<file path="src/rtl/cordic_pkg.sv">
// Shared definitions for the CORDIC argument path: float field layout, bias,
// fixed-point pi constants per FRAC_BITS and the float class enumeration.
package cordic_pkg;

  localparam int FLT_WIDTH = 32;
  localparam int SIGN_POS  = 31;
  localparam int EXP_MSB   = 30;
  localparam int EXP_LSB   = 23;
  localparam int EXP_BITS  = 8;
  localparam int MANT_BITS = 23;
  localparam int BIAS      = 127;

  localparam logic [EXP_BITS-1:0] EXP_ALL_ONES = 8'hFF;
  localparam logic [31:0]         FX_MAX       = 32'h7FFF_FFFF;

  typedef enum logic [1:0] {
    FC_ZERO,
    FC_NORMAL,
    FC_INF,
    FC_NAN
  } float_class_e;

  // round(pi * 2^frac_bits); half pi is the same table one row down.
  function automatic logic [31:0] pi_q(input int frac_bits);
    case (frac_bits)
      19:      return 32'd1647099;
      20:      return 32'd3294199;
      21:      return 32'd6588397;
      22:      return 32'd13176795;
      23:      return 32'd26353589;
      24:      return 32'd52707179;
      25:      return 32'd105414357;
      26:      return 32'd210828714;
      27:      return 32'd421657428;
      28:      return 32'd843314857;
      29:      return 32'd1686629713;
      default: return 32'd0;
    endcase
  endfunction

  function automatic logic [31:0] half_pi_q(input int frac_bits);
    return pi_q(frac_bits - 1);
  endfunction

endpackage

</file>
<file path="src/rtl/fx_quadrant_fold.sv">
// Final pipeline stage: folds a fixed-point angle into [-pi/2, pi/2] and
// registers the cosine-negate flag alongside it.
module fx_quadrant_fold
  import cordic_pkg::*;
#(
  parameter int FRAC_BITS = 29
) (
  input  logic        clk,
  input  logic        rst,
  input  logic        clk_en,
  input  logic        load,
  input  logic        no_fold,
  input  logic [31:0] angle_in,
  output logic [31:0] angle_out,
  output logic        negate
);

  localparam logic signed [31:0] PI_S      = signed'(pi_q(FRAC_BITS));
  localparam logic signed [31:0] HALF_PI_S = signed'(half_pi_q(FRAC_BITS));

  logic signed [31:0] a_in;
  logic signed [31:0] fold_angle;
  logic               fold_neg;

  assign a_in = signed'(angle_in);

  always_comb begin
    // NOTE: every output gets a default first so no path can infer a latch.
    fold_angle = a_in;
    fold_neg   = 1'b0;
    if (!no_fold && a_in > HALF_PI_S) begin
      fold_angle = a_in - PI_S;
      fold_neg   = 1'b1;
    end else if (!no_fold && a_in < -HALF_PI_S) begin
      fold_angle = a_in + PI_S;
      fold_neg   = 1'b1;
    end
  end

  always_ff @(posedge clk or negedge rst) begin
    if (!rst) begin
      angle_out <= '0;
      negate    <= 1'b0;
    end else if (clk_en && load) begin
      angle_out <= fold_angle;
      negate    <= fold_neg;
    end
  end

endmodule

</file>
<file path="src/rtl/cordic_arg_prep.sv">
// Float-to-fixed angle input stage for the CORDIC core, 3-stage pipeline.
// Define CORDIC_ARG_FOLD_EN to fold the result into [-pi/2, pi/2].
module cordic_arg_prep
  import cordic_pkg::*;
#(
  parameter int FRAC_BITS = 29
) (
  input  logic        clk,
  input  logic        rst,
  input  logic        clk_en,
  input  logic        start,
  input  logic [31:0] dataa,
  output logic        done,
  output logic [31:0] angle,
  output logic        negate,
  output logic        sat,
  output logic        inv
);

  if (FRAC_BITS < 20 || FRAC_BITS > 29) begin : g_bad_frac_bits
    $error("cordic_arg_prep: FRAC_BITS must be within 20..29");
  end

  // S1 unpack
  logic               v1;
  logic               s1_sign;
  logic [EXP_BITS-1:0] s1_exp;
  logic [23:0]        s1_mant;
  float_class_e       s1_cls;

  logic [EXP_BITS-1:0] in_exp;
  logic [MANT_BITS-1:0] in_frac;
  float_class_e       in_cls;

  assign in_exp  = dataa[EXP_MSB:EXP_LSB];
  assign in_frac = dataa[MANT_BITS-1:0];

  always_comb begin
    in_cls = FC_NORMAL;
    if (in_exp == '0)                 in_cls = FC_ZERO;
    else if (in_exp == EXP_ALL_ONES)  in_cls = (in_frac == '0) ? FC_INF : FC_NAN;
  end

  // NOTE: the reset is asynchronous, so it belongs in the sensitivity list;
  // every register here is a plain flop and gets an explicit reset value.
  always_ff @(posedge clk or negedge rst) begin
    if (!rst) begin
      v1      <= 1'b0;
      s1_sign <= 1'b0;
      s1_exp  <= '0;
      s1_mant <= '0;
      s1_cls  <= FC_ZERO;
    end else if (clk_en) begin
      // NOTE: sequential state uses non-blocking assignment only.
      v1 <= start;
      if (start) begin
        s1_sign <= dataa[SIGN_POS];
        s1_exp  <= in_exp;
        s1_mant <= {1'b1, in_frac};
        s1_cls  <= in_cls;
      end
    end
  end

  // S2 convert
  logic        v2;
  logic [31:0] s2_angle;
  logic        s2_sat;
  logic        s2_inv;

  int          exp_unb;
  int          shift;
  logic [31:0] mag;
  logic [31:0] conv_angle;
  logic        conv_sat;
  logic        conv_inv;

  always_comb begin
    exp_unb = int'({1'b0, s1_exp}) - BIAS;
    shift   = exp_unb + FRAC_BITS - MANT_BITS;
    mag     = '0;
    // Non-saturating normals have shift <= 7, so a 24-bit mantissa fits.
    if (shift >= 0)        mag = {8'd0, s1_mant} << 3'(shift);
    else if (shift > -24)  mag = {8'd0, s1_mant} >> 5'(-shift);
    conv_sat = (s1_cls == FC_INF) ||
               (s1_cls == FC_NORMAL && exp_unb >= 31 - FRAC_BITS);
    if (conv_sat) mag = FX_MAX;
    conv_angle = s1_sign ? -mag : mag;
    if (s1_cls == FC_ZERO || s1_cls == FC_NAN) conv_angle = '0;
    conv_inv = (s1_cls == FC_NAN);
  end

  always_ff @(posedge clk or negedge rst) begin
    if (!rst) begin
      v2       <= 1'b0;
      s2_angle <= '0;
      s2_sat   <= 1'b0;
      s2_inv   <= 1'b0;
    end else if (clk_en) begin
      v2 <= v1;
      if (v1) begin
        s2_angle <= conv_angle;
        s2_sat   <= conv_sat;
        s2_inv   <= conv_inv;
      end
    end
  end

  // S3 fold / output register
  always_ff @(posedge clk or negedge rst) begin
    if (!rst) begin
      done <= 1'b0;
      sat  <= 1'b0;
      inv  <= 1'b0;
    end else if (clk_en) begin
      done <= v2;
      if (v2) begin
        sat <= s2_sat;
        inv <= s2_inv;
      end
    end
  end

`ifdef CORDIC_ARG_FOLD_EN
  fx_quadrant_fold #(
    .FRAC_BITS(FRAC_BITS)
  ) u_fold (
    .clk      (clk),
    .rst      (rst),
    .clk_en   (clk_en),
    .load     (v2),
    .no_fold  (s2_inv),
    .angle_in (s2_angle),
    .angle_out(angle),
    .negate   (negate)
  );
`else
  always_ff @(posedge clk or negedge rst) begin
    if (!rst)             angle <= '0;
    else if (clk_en && v2) angle <= s2_angle;
  end

  assign negate = 1'b0;
`endif

endmodule

</file>
<file path="config.mk">
export PLATFORM = sky130hd
export DESIGN_NAME = cordic_arg_prep
export DESIGN_NICKNAME = d
export VERILOG_FILES = /design/src/rtl/cordic_pkg.sv /design/src/rtl/fx_quadrant_fold.sv /design/src/rtl/cordic_arg_prep.sv
export SDC_FILE = /design/constraint.sdc
export NUM_CORES = 1
export LEC_CHECK = 0
export CELL_PAD_IN_SITES_DETAIL_PLACEMENT = 0
export CELL_PAD_IN_SITES_GLOBAL_PLACEMENT = 1
export CORE_UTILIZATION = 50
export DETAILED_ROUTE_END_ITERATION = 10
export PLACE_DENSITY_LB_ADDON = 0.1
export SYNTH_ARGS = -nofsm -noshare
export SYNTH_HDL_FRONTEND = slang
export SYNTH_HIERARCHICAL = 1
export SYNTH_SLANG_ARGS = --single-unit
export TNS_END_PERCENT = 100
</file>
<file path="constraint.sdc">
create_clock -name clk -period 11.3 [get_ports clk]
set_clock_uncertainty 0.1 [all_clocks]
set_input_delay 2.26 -clock clk [delete_from_list [all_inputs] [get_ports clk]]
set_output_delay 2.26 -clock clk [all_outputs]
set_load 0.05 [all_outputs]
</file>
### Word-level counts from Yosys, hierarchy flattened

Index checks and enable logic that the tools add are counted.
Widths: inputs -> output; s select.

| storage, ports and cells | value |
|---|---|
| bits in registers | 106 |
| input port bits | 36 |
| output and inout bits | 36 |

| operators by class | value |
|---|---|
| add/sub/neg operators | 5 |
| order comparisons | 3 |
| equal/unequal tests | 4 |
| shifts and indexed selects | 2 |
| muxes and demuxes | 8 |
| reductions and logical operators | 10 |

Operator list:

| kind | count |
|---|---|
| $mux 32 | 5 |
| $neg 32->32 | 1 |
| $shl 24x3->32 | 1 |
| $shr 24x5->32 | 1 |
| $logic_not 23->1 | 1 |
| $ge 11x1->1 const B | 1 |
| $gt 11x6->1 const B | 1 |
| $sub 10x6->11 const B | 1 |
| $add 9x6->10 const B | 1 |
| $ge 9x3->1 const B | 1 |
| $sub 8x7->9 const B | 1 |
| $eq 8x8->1 const B | 1 |
| $logic_not 8->1 | 1 |
| $reduce_and 2->1 | 3 |
| $neg 5->5 | 1 |
| $eq 2x2->1 const B | 2 |
| $mux 2 | 2 |
| $eq 2x1->1 const B | 1 |
| $logic_and 1x1->1 | 2 |
| $logic_not 2->1 | 1 |
| $logic_or 1x1->1 | 2 |
| $mux 1 | 1 |

### Depth between registers and ports, before layout

Gate-level depths: netlist (run 1).

| depth | value |
|---|---|
| word-level depth | 11 |
| mapped depth | 28 |
| mapped depth without buffers | 21 |

### Worst setup path before layout (run 1)

No wires, ideal clock.

| path | value |
|---|---|
| path kind | reg2reg |
| start point | register s1_exp[1] |
| end point | register s2_angle[12] |
| setup time | 130 ps |
| data arrival time | 5,727 ps |
| data required time | 11,070 ps |
| path slack | 5,344 ps |
| cell stages (with the launch flop) | 27 |
| buffers on the path | 8 |
| period minus slack after synthesis | 5,956 ps |
| cells stage by stage | dfrtp_1 > inv_1 > ha_1 > buf_2 > inv_1 > buf_2 > buf_1 > clkbuf_1 > ha_1 > buf_4 > xor2_2 > buf_6 > clkbuf_1 > mux4_2 > nand2_1 > nand3_1 > nor2_1 > nor3_1 > a311oi_1 > ha_1 > inv_1 > a211o_1 > nand4bb_1 > clkbuf_1 > o41ai_1 > xor2_1 > o21ai_1 |

| between the ends | value |
|---|---|
| cells in the longest elaborated chain, start to end | 11 |
| elaborated cells on any way between the ends | 17 |

Ends and longest elaborated chain:

| what | RTL line | RTL |
|---|---|---|
| start, declared | cordic_arg_prep.sv:27 | `logic [EXP_BITS-1:0] s1_exp;` |
| start signal, assigned | cordic_arg_prep.sv:58 | `s1_exp <= in_exp;` |
| $sub 8x7->9 (*) | cordic_arg_prep.sv:79 | `exp_unb = int'({1'b0, s1_exp}) - BIAS;` |
| $add 9x6->10 | cordic_arg_prep.sv:80 | `shift = exp_unb + FRAC_BITS - MANT_BITS;` |
| $sub 10x6->11 | cordic_arg_prep.sv:80 |  |
| $neg 5->5 | cordic_arg_prep.sv:84 | `else if (shift > -24) mag = {8'd0, s1_mant} >> 5'(-shift);` |
| $shr 24x5->32 | cordic_arg_prep.sv:84 |  |
| $mux 32 | cordic_arg_prep.sv:84 |  |
| $mux 32 | cordic_arg_prep.sv:83 | `if (shift >= 0) mag = {8'd0, s1_mant} << 3'(shift);` |
| $mux 32 (*) | cordic_arg_prep.sv:87 | `if (conv_sat) mag = FX_MAX;` |
| $neg 32->32 | cordic_arg_prep.sv:88 | `conv_angle = s1_sign ? -mag : mag;` |
| $mux 32 (*) | cordic_arg_prep.sv:88 |  |
| $mux 32 (*) | cordic_arg_prep.sv:89 | `if (s1_cls == FC_ZERO \|\| s1_cls == FC_NAN) conv_angle = '0;` |
| end signal, assigned | cordic_arg_prep.sv:102 | `s2_angle <= conv_angle;` |
| end, declared | cordic_arg_prep.sv:67 | `logic [31:0] s2_angle;` |

Mark *: on every way between the ends. The rest lies on a longest branch, timed or not.
A chain may end at the register's enable or synchronous reset.

### Worst setup path in the final report (run 1)

| path | value |
|---|---|
| start point | register s1_exp[0] |
| end point | register s2_angle[12] |

Same word-level chain as after synthesis.

==> summary.txt, run 1 <==
STA
  – Slew Limit Headroom: 0.282
  – Worst-Margin Slew: 1080 ps
  – Setup TNS: 0 ps
  – F_max: 149 MHz
  – # setup viols final: 0
  – Post-layout min period: 6730 ps
  – Fin. Hold Viols: 0
  – Unrepaired setup endpoints after global routing: no
  – Max-slew violations: 0
  – Fin crit share: 0.596

Setup path
  – R2R setup slack: 4570 ps
  – CP startpoint: s1_exp[0]$_DFFE_PN0P_
  – Critical Path End: s2_angle[12]$_DFFE_PN0P_
  – Crit Path Category: reg2reg
  – Worst Path Required: 11,430 ps
  – Worst Setup End Kind: register
  – Reg2Reg Depth: 21
  – Max incr delay on CP: 680 ps
  – Crit path DAT: 6860 ps
  – Startpoint Class: register
  – Worst Path Max Fanout: just under 70
  – FF-to-FF Start: s1_exp[0]$_DFFE_PN0P_
  – R2r endpoint: s2_angle[12]$_DFFE_PN0P_
  – CP max stage cell: o41ai_1
  – Critical-path cell list: buf_4 > ha_1 > xnor2_1 > ha_1 > inv_1 > a2111o_1 > o211a_1 > o21ai_2 > nand2_1 > nor2_1 > nor2_1 > a21oi_1 > nor3_1 > a311oi_1 > ha_1 > inv_1 > a211o_1 > nand4bb_1 > o41ai_1 > xor2_1 > o21ai_1
  – Cell mode on critical path: ha_1

Drt
  – Initial DRC count: 539
  – DR vias/cell: 6.32
  – Routed len/inst: 21.1 µm
  – Routed Antenna Nets: 0
  – # DRC: 0
  – Pre-antenna DRT Iters: 6
  – Routed vias: 7,205
  – DRT Wirelength: between 20 and 25 mm

Clock network
  – Clock Path Buffers: 2
  – Root buf cell: clkbuf_16
  – CTS resizes: 0
  – Num CTS Buffers: 9
  – Clock Latency Late Sink: around 360 ps
  – CTS tree: yes
  – H-tree levels: 3
  – Clk slew on worst S/H paths: roughly 80 ps
  – Postcts setup bufs: 0
  – Hold_buf cts: 0
  – Clk sinks: around 110

Synthesis
  – Cells after Synth: approximately 880
  – Seq/Total Area, Yosys: 0.319
  – Syn_area_per_cell: 9.40 µm²
  – Mapped Nets: 928
  – Cell taking the most area after synthesis: dfrtp_1
  – Most frequent cell after synthesis: dfrtp_1
  – Prevailing post-synth register cell: dfrtp_1
  – Post-synthesis sequential element count: 106
  – Dominant cells by area after synthesis: dfrtp_1, mux2_2, mux2i_1
  – EDFF count, synth: 0
  – Cell variety after synth: 87
  – Post-synth top cells: dfrtp_1, mux2_2, nand2_1
  – Post-synth top area share: 0.319
  – Yosys warning total: 6
  – Async SR Flop Fraction: 1.00
  – Syn Std Cell Area: 0.00831 mm²

Layout
  – Area grow syn2layout: 13.2%
  – Core occupancy in the finished layout: 0.586
  – Share of cells above drive strength 1: 0.201
  – Antenna Diode Count: 0
  – Nets@finish: 963

Die
  – Die Span Y: ~130 µm
  – Die footprint: 0.0171 mm²
  – Core area: 0.0161 mm²
  – Die W: between 100 and 150 µm
  – I/O Pins: 72
  – Starting density of the core: 0.518
  – Placement row count: 46

Global routing
  – Vias in the first global route: 7,008
  – Largest net degree at the start of global routing: 70
  – Antenna violations before repair: 0
  – Gr ovfl total: 0
  – Total GRT Usage: 0.296
  – Global-route wire length before repair: 38.5 mm

Pwr
  – Leak: 3.92 nW
  – Sequential Power Share: 0.232
  – Internal power consumption: around 1.3 mW
  – Comb power frac: 0.642
  – Clk pwr share: 0.126
  – Sw power: ~1.3 mW
  – Sw frac: 0.500
  – Worst ir drop on vdd: 0.000129 V
  – Cell Pwr Density: 269 mW/mm²

Placed design
  – DP HPWL: around 18 mm
  – Gpl congestion: roughly 0.95
  – Port bufs: 70

Run status
  – Run status: finished clean

Run
  – Max-cap viol count: 0

Hold path
  – HP Class: reg2reg
layout by cell type, fill, tap and decap left out, drive strengths merged, types with 4 or more instances in the layout:
master,instances
a21oi,48
o21a,7
nor3,22
nor2,53
o21ai,68
nand2,100
nand4,7
a21o,6
a31o,4
nor4,10
clkbuf,9
dfrtp,106
a31oi,6
o41ai,5
and2,7
o211ai,5
and3,7
or2,5
nor2b,9
nand3,19
ha,8
clkinv,5
or3,4
mux2i,53
mux4,15
o221ai,5
mux2,102
buf,18
clkdlybuf4s50,69
inv,14
a211oi,5
nand2b,6
xor2,18
xnor2,22
o31ai,14
a221oi,9
a211o,4
stage by stage:
step / power (mW) / cells / hold WS [ps] / setup WS (ps) / cell area, µm²
global route: 2.67 / 1140 / 402 / 4260 / 9410
CTS: 2.52 / 1140 / 386 / 4750 / 9410
detailed placement: 2.19 / 1124 / 367 / 4790 / 9110
floorplan: 1.74 / 884 / 345 / 5340 / 8310
global placement: 2.17 / 1124 / 357 / 5080 / 9110
finish: 2.53 / 1140 / 382 / 4570 / 9410
how the worst min path moves through the flow:
| stage | cells after the start | to | slack, ps | startpoint |
|---|---|---|---|---|
| floorplan | 2 | s2_angle[3]$_DFFE_PN0P_ | 340 | s2_angle[3]$_DFFE_PN0P_ |
| global placement | 1 | s2_angle[31]$_DFFE_PN0P_ | 360 | s2_angle[31]$_DFFE_PN0P_ |
| detailed placement | 1 | s2_angle[31]$_DFFE_PN0P_ | 370 | s2_angle[31]$_DFFE_PN0P_ |
| CTS | 1 | s2_angle[31]$_DFFE_PN0P_ | 390 | s2_angle[31]$_DFFE_PN0P_ |
| global route | 1 | s2_angle[31]$_DFFE_PN0P_ | 400 | s2_angle[31]$_DFFE_PN0P_ |
| finish | 1 | s2_angle[31]$_DFFE_PN0P_ | 380 | s2_angle[31]$_DFFE_PN0P_ |
cell type report:
| class | count | area (µm²) |
|---|---|---|
| fillers | 1386 | 6650 |
| multi-input cells | 703 | 5320 |
| flip-flops and latches | 106 | 2650 |
| inverters | 12 | 45.0 |
| clock buffers | 9 | 225 |
| clock inverters | 7 | 72.6 |
| well taps | 216 | 270 |
| repair buffers | 87 | 826 |
state kept, by name, indices dropped and copies added (netlist names):
name / count
s2_angle: 32
done: 1
s1_cls: 2
s1_mant: 24
v1: 1
s2_inv: 1
s1_exp: 8
s2_sat: 1
inv: 1
v2: 1
sat: 1
s1_sign: 1
angle: 32
layer usage:
metal / GRT usage / part of all wire
met1: 0.410 / 0.46
met3: 0.0322 / 0.052
met4: 0.0859 / 0.017
met5: 0 / 0
met2: 0.487 / 0.47
critical path, delay by kind of cell, from the launching register on:
family / cells / cell delay (ps)
AOI/OAI and AO/OA: 8 / 2320
xor gates and xnor gates: 2 / 430
and+or+nand+nor: 5 / 1330
buffers and inverters: 3 / 850
adders and majority gates: 3 / 1160
DFF: 1 / 370
cell families after synthesis:
logic type,after synthesis,synth area share
AND/OR/NAND/NOR,263,0.152
buffers and inverters,75,0.0443
multiplexers,170,0.244
other,1,0.000451
flip-flops,106,0.319
AO/OA/AOI/OAI,221,0.184
XOR/XNOR,40,0.0440
adder cells (fa/ha/maj),8,0.0120
power groups by stage:
stage / combinational (mW) / clock, mW / sequential, mW
after floorplan: 0.990 / 0 / 0.748
after global placement: 1.59 / 0 / 0.586
after detailed placement: 1.60 / 0 / 0.595
after CTS: 1.60 / 0.324 / 0.588
after global routing: 1.73 / 0.339 / 0.605
final: 1.62 / 0.319 / 0.587
Note: power is estimated with default switching activity, not from simulation.
==> inputs of run 2 (changes only) <==
CORE_UTILIZATION = 42   (was 50)
clock period = 5.5 ns   (was 11.3 ns; I/O delays follow)
==> summary.txt, run 2 (synthesis results as in run 1) <==
Clock network
  – Num CTS Buffers: 9 (unchanged)
  – Clk sinks: 106 (unchanged)
  – CTS tree: yes
  – CTS resizes: 0 (unchanged)
  – H-tree levels: 3 (unchanged)
  – Clk slew on worst S/H paths: 90 ps (about the same)
  – Hold_buf cts: 0 (unchanged)
  – Clock Latency Late Sink: 370 ps (about the same)
  – Root buf cell: clkbuf_16
  – Postcts setup bufs: 0 (unchanged)
  – Clock Path Buffers: 2 (unchanged)

Setup path
  – CP max stage cell: mux4_2
  – Worst Path Required: 5630 ps (-5800 ps)
  – R2r endpoint: s2_angle[24]$_DFFE_PN0P_
  – Bufs and invs on worst path: 2 (-1)
  – Levels on crit path: 14 (-33%)
  – Top delay family on crit path: simple AND/OR/NAND/NOR gates
  – Worst Path Max Fanout: 63 (-8.7%)
  – Crit path DAT: 5290 ps (-1570 ps)
  – R2R setup slack: 340 ps (-4230 ps)
  – Critical Path End: s2_angle[24]$_DFFE_PN0P_
  – Crit Path Category: reg2reg
  – FF-to-FF Start: s1_exp[1]$_DFFE_PN0P_
  – Max incr delay on CP: 650 ps (-30 ps)
  – CP startpoint: s1_exp[1]$_DFFE_PN0P_
  – Startpoint Class: register
  – Critical-path cell list: inv_1 > ha_2 > buf_4 > mux4_2 > nor2_1 > a31oi_1 > mux2_2 > a211oi_2 > o31ai_1 > or4b_4 > or3_1 > o41ai_2 > xor2_1 > o21ai_1
  – Reg2Reg Depth: 14 (-33%)
  – Worst Setup End Kind: register

Run status
  – Run status: finished clean

Pwr
  – Total power: 5.37 mW (+110%)
  – Worst ir drop on vdd: 0.000246 V (+90%)
  – Leak: 4.01 nW (+2.4%)
  – Cell Pwr Density: 556 mW/mm² (+110%)

Die
  – Placement row count: 51 (+11%)
  – Core area: 0.0194 mm² (+21%)
  – Die Span Y: 143 µm (+9.0%)
  – Starting density of the core: 0.428 (-0.0891)
  – Die footprint: 0.0204 mm² (+19%)
  – Die W: 143 µm (+9.0%)
  – I/O Pins: 72 (unchanged)

Placed design
  – Gpl congestion: 0.926 (-2.5%)
  – Port bufs: 70 (unchanged)
  – Placed cell count: 1,194 (+6.2%)
  – Pre-CTS setup slack: 376 ps (-4410 ps)
  – Cell Area, Placed: 0.00935 mm² (+2.7%)
  – DP HPWL: 20.2 mm (+11%)

STA
  – Fin crit share: 0.938 (+0.343)
  – Slew Limit Headroom: 0.244 (-0.0378)
  – Fin. Hold Viols: 0 (unchanged)
  – Worst-Margin Slew: 1130 ps (+56.8 ps)
  – F_max: 194 MHz (+30%)
  – Unrepaired setup endpoints after global routing: no
  – PnR worst setup slack: 339 ps (-4230 ps)
  – Max-slew violations: 0 (unchanged)
  – Setup TNS: 0 ps (unchanged)
  – # setup viols final: 0 (unchanged)
  – Hold WS: 382 ps (-0.391 ps)
  – Post-layout min period: 5160 ps (-1570 ps)

Drt
  – Routed vias: 7,324 (+1.7%)
  – Routed Antenna Nets: 0 (unchanged)
  – # DRC: 0 (unchanged)
  – Routed len/inst: 21.7 µm (+2.4%)
  – Pre-antenna DRT Iters: 5 (-1)
  – DR vias/cell: 6.05 (-4.2%)
  – Initial DRC count: 658 (+22%)
  – DRT Wirelength: 26.2 mm (+8.7%)

Global routing
  – Gr ovfl total: 0 (unchanged)
  – Antenna violations before repair: 0 (unchanged)
  – Global-route wire length before repair: 41.4 mm (+7.5%)
  – Total GRT Usage: 0.269 (-0.0269)
  – Vias in the first global route: 6,995 (-0.19%)
  – Largest net degree at the start of global routing: 64 (-8.6%)

Layout
  – Most frequent cells in the layout: dfrtp_1, nand2_1, mux2_2
  – Antenna Diode Count: 0 (unchanged)
  – Final instance area: 0.00964 mm² (+2.5%)
  – Finished Layout Cells: 1,210 (+6.1%)
  – Share of cells above drive strength 1: 0.220 (+0.0188)
  – Most common cell after layout, fill and taps aside: dfrtp_1
  – Nets@finish: 984 (+2.2%)
  – Fillers: 1,894 (+37%)
  – Top Registers: angle: 32 flops, s2_angle: 32 flops, s1_mant: 24 flops
  – Area grow syn2layout: 16.0%
  – Core occupancy in the finished layout: 0.497 (-0.0889)

Run
  – Max-cap viol count: 0 (unchanged)

Hold path
  – HP Class: reg2reg
## run 2: where the power goes
part / switching, mW / internal (mW) / total [mW]
combinational: 2.15 / 1.36 / 3.50
sequential: 0.187 / 1.01 / 1.20
clock: 0.341 / 0.319 / 0.660
## run 2: cell type report
cell class	count	area, µm²	area share
Clock buffer	10	229	0.0237
Clock inverter	6	60.1	0.00623
Inverter	12	45.0	0.00467
Multi-Input combinational cell	703	5340	0.554
Sequential cell	106	2650	0.275
Tap cell	265	332	0.0344
Timing Repair Buffer	108	983	0.102
## run 2: worst min path at each step
| stage | start | endpoint | slack (ps) | cells past startpoint |
|---|---|---|---|---|
| finish | s2_angle[2]$_DFFE_PN0P_ | s2_angle[2]$_DFFE_PN0P_ | 380 | 2 |
| floorplan | s2_angle[3]$_DFFE_PN0P_ | s2_angle[3]$_DFFE_PN0P_ | 340 | 2 |
| global route | s2_angle[21]$_DFFE_PN0P_ | s2_angle[21]$_DFFE_PN0P_ | 410 | 2 |
| detailed placement | s2_angle[29]$_DFFE_PN0P_ | s2_angle[29]$_DFFE_PN0P_ | 370 | 2 |
| CTS | s2_angle[29]$_DFFE_PN0P_ | s2_angle[29]$_DFFE_PN0P_ | 380 | 2 |
| global placement | s2_angle[31]$_DFFE_PN0P_ | s2_angle[31]$_DFFE_PN0P_ | 360 | 1 |
## run 2: worst register-to-register path, cell delays in order (launching register included)
cell and delay [ps]:
dfrtp_1 490, inv_1 80, ha_2 360, buf_4 560
mux4_2 660, nor2_1 120, a31oi_1 70, mux2_2 320
a211oi_2 250, o31ai_1 190, or4b_4 630, or3_1 490
o41ai_2 430, xor2_1 190, o21ai_1 70
## run 2: metal layers
layer | track usage | part of all wire | vias up
met4 | 0.0628 | 0.017 | 0
li1 | - | - | 3381
met1 | 0.376 | 0.47 | 3674
met2 | 0.441 | 0.47 | 240
met5 | 0 | 0 | -
met3 | 0.0339 | 0.043 | 29
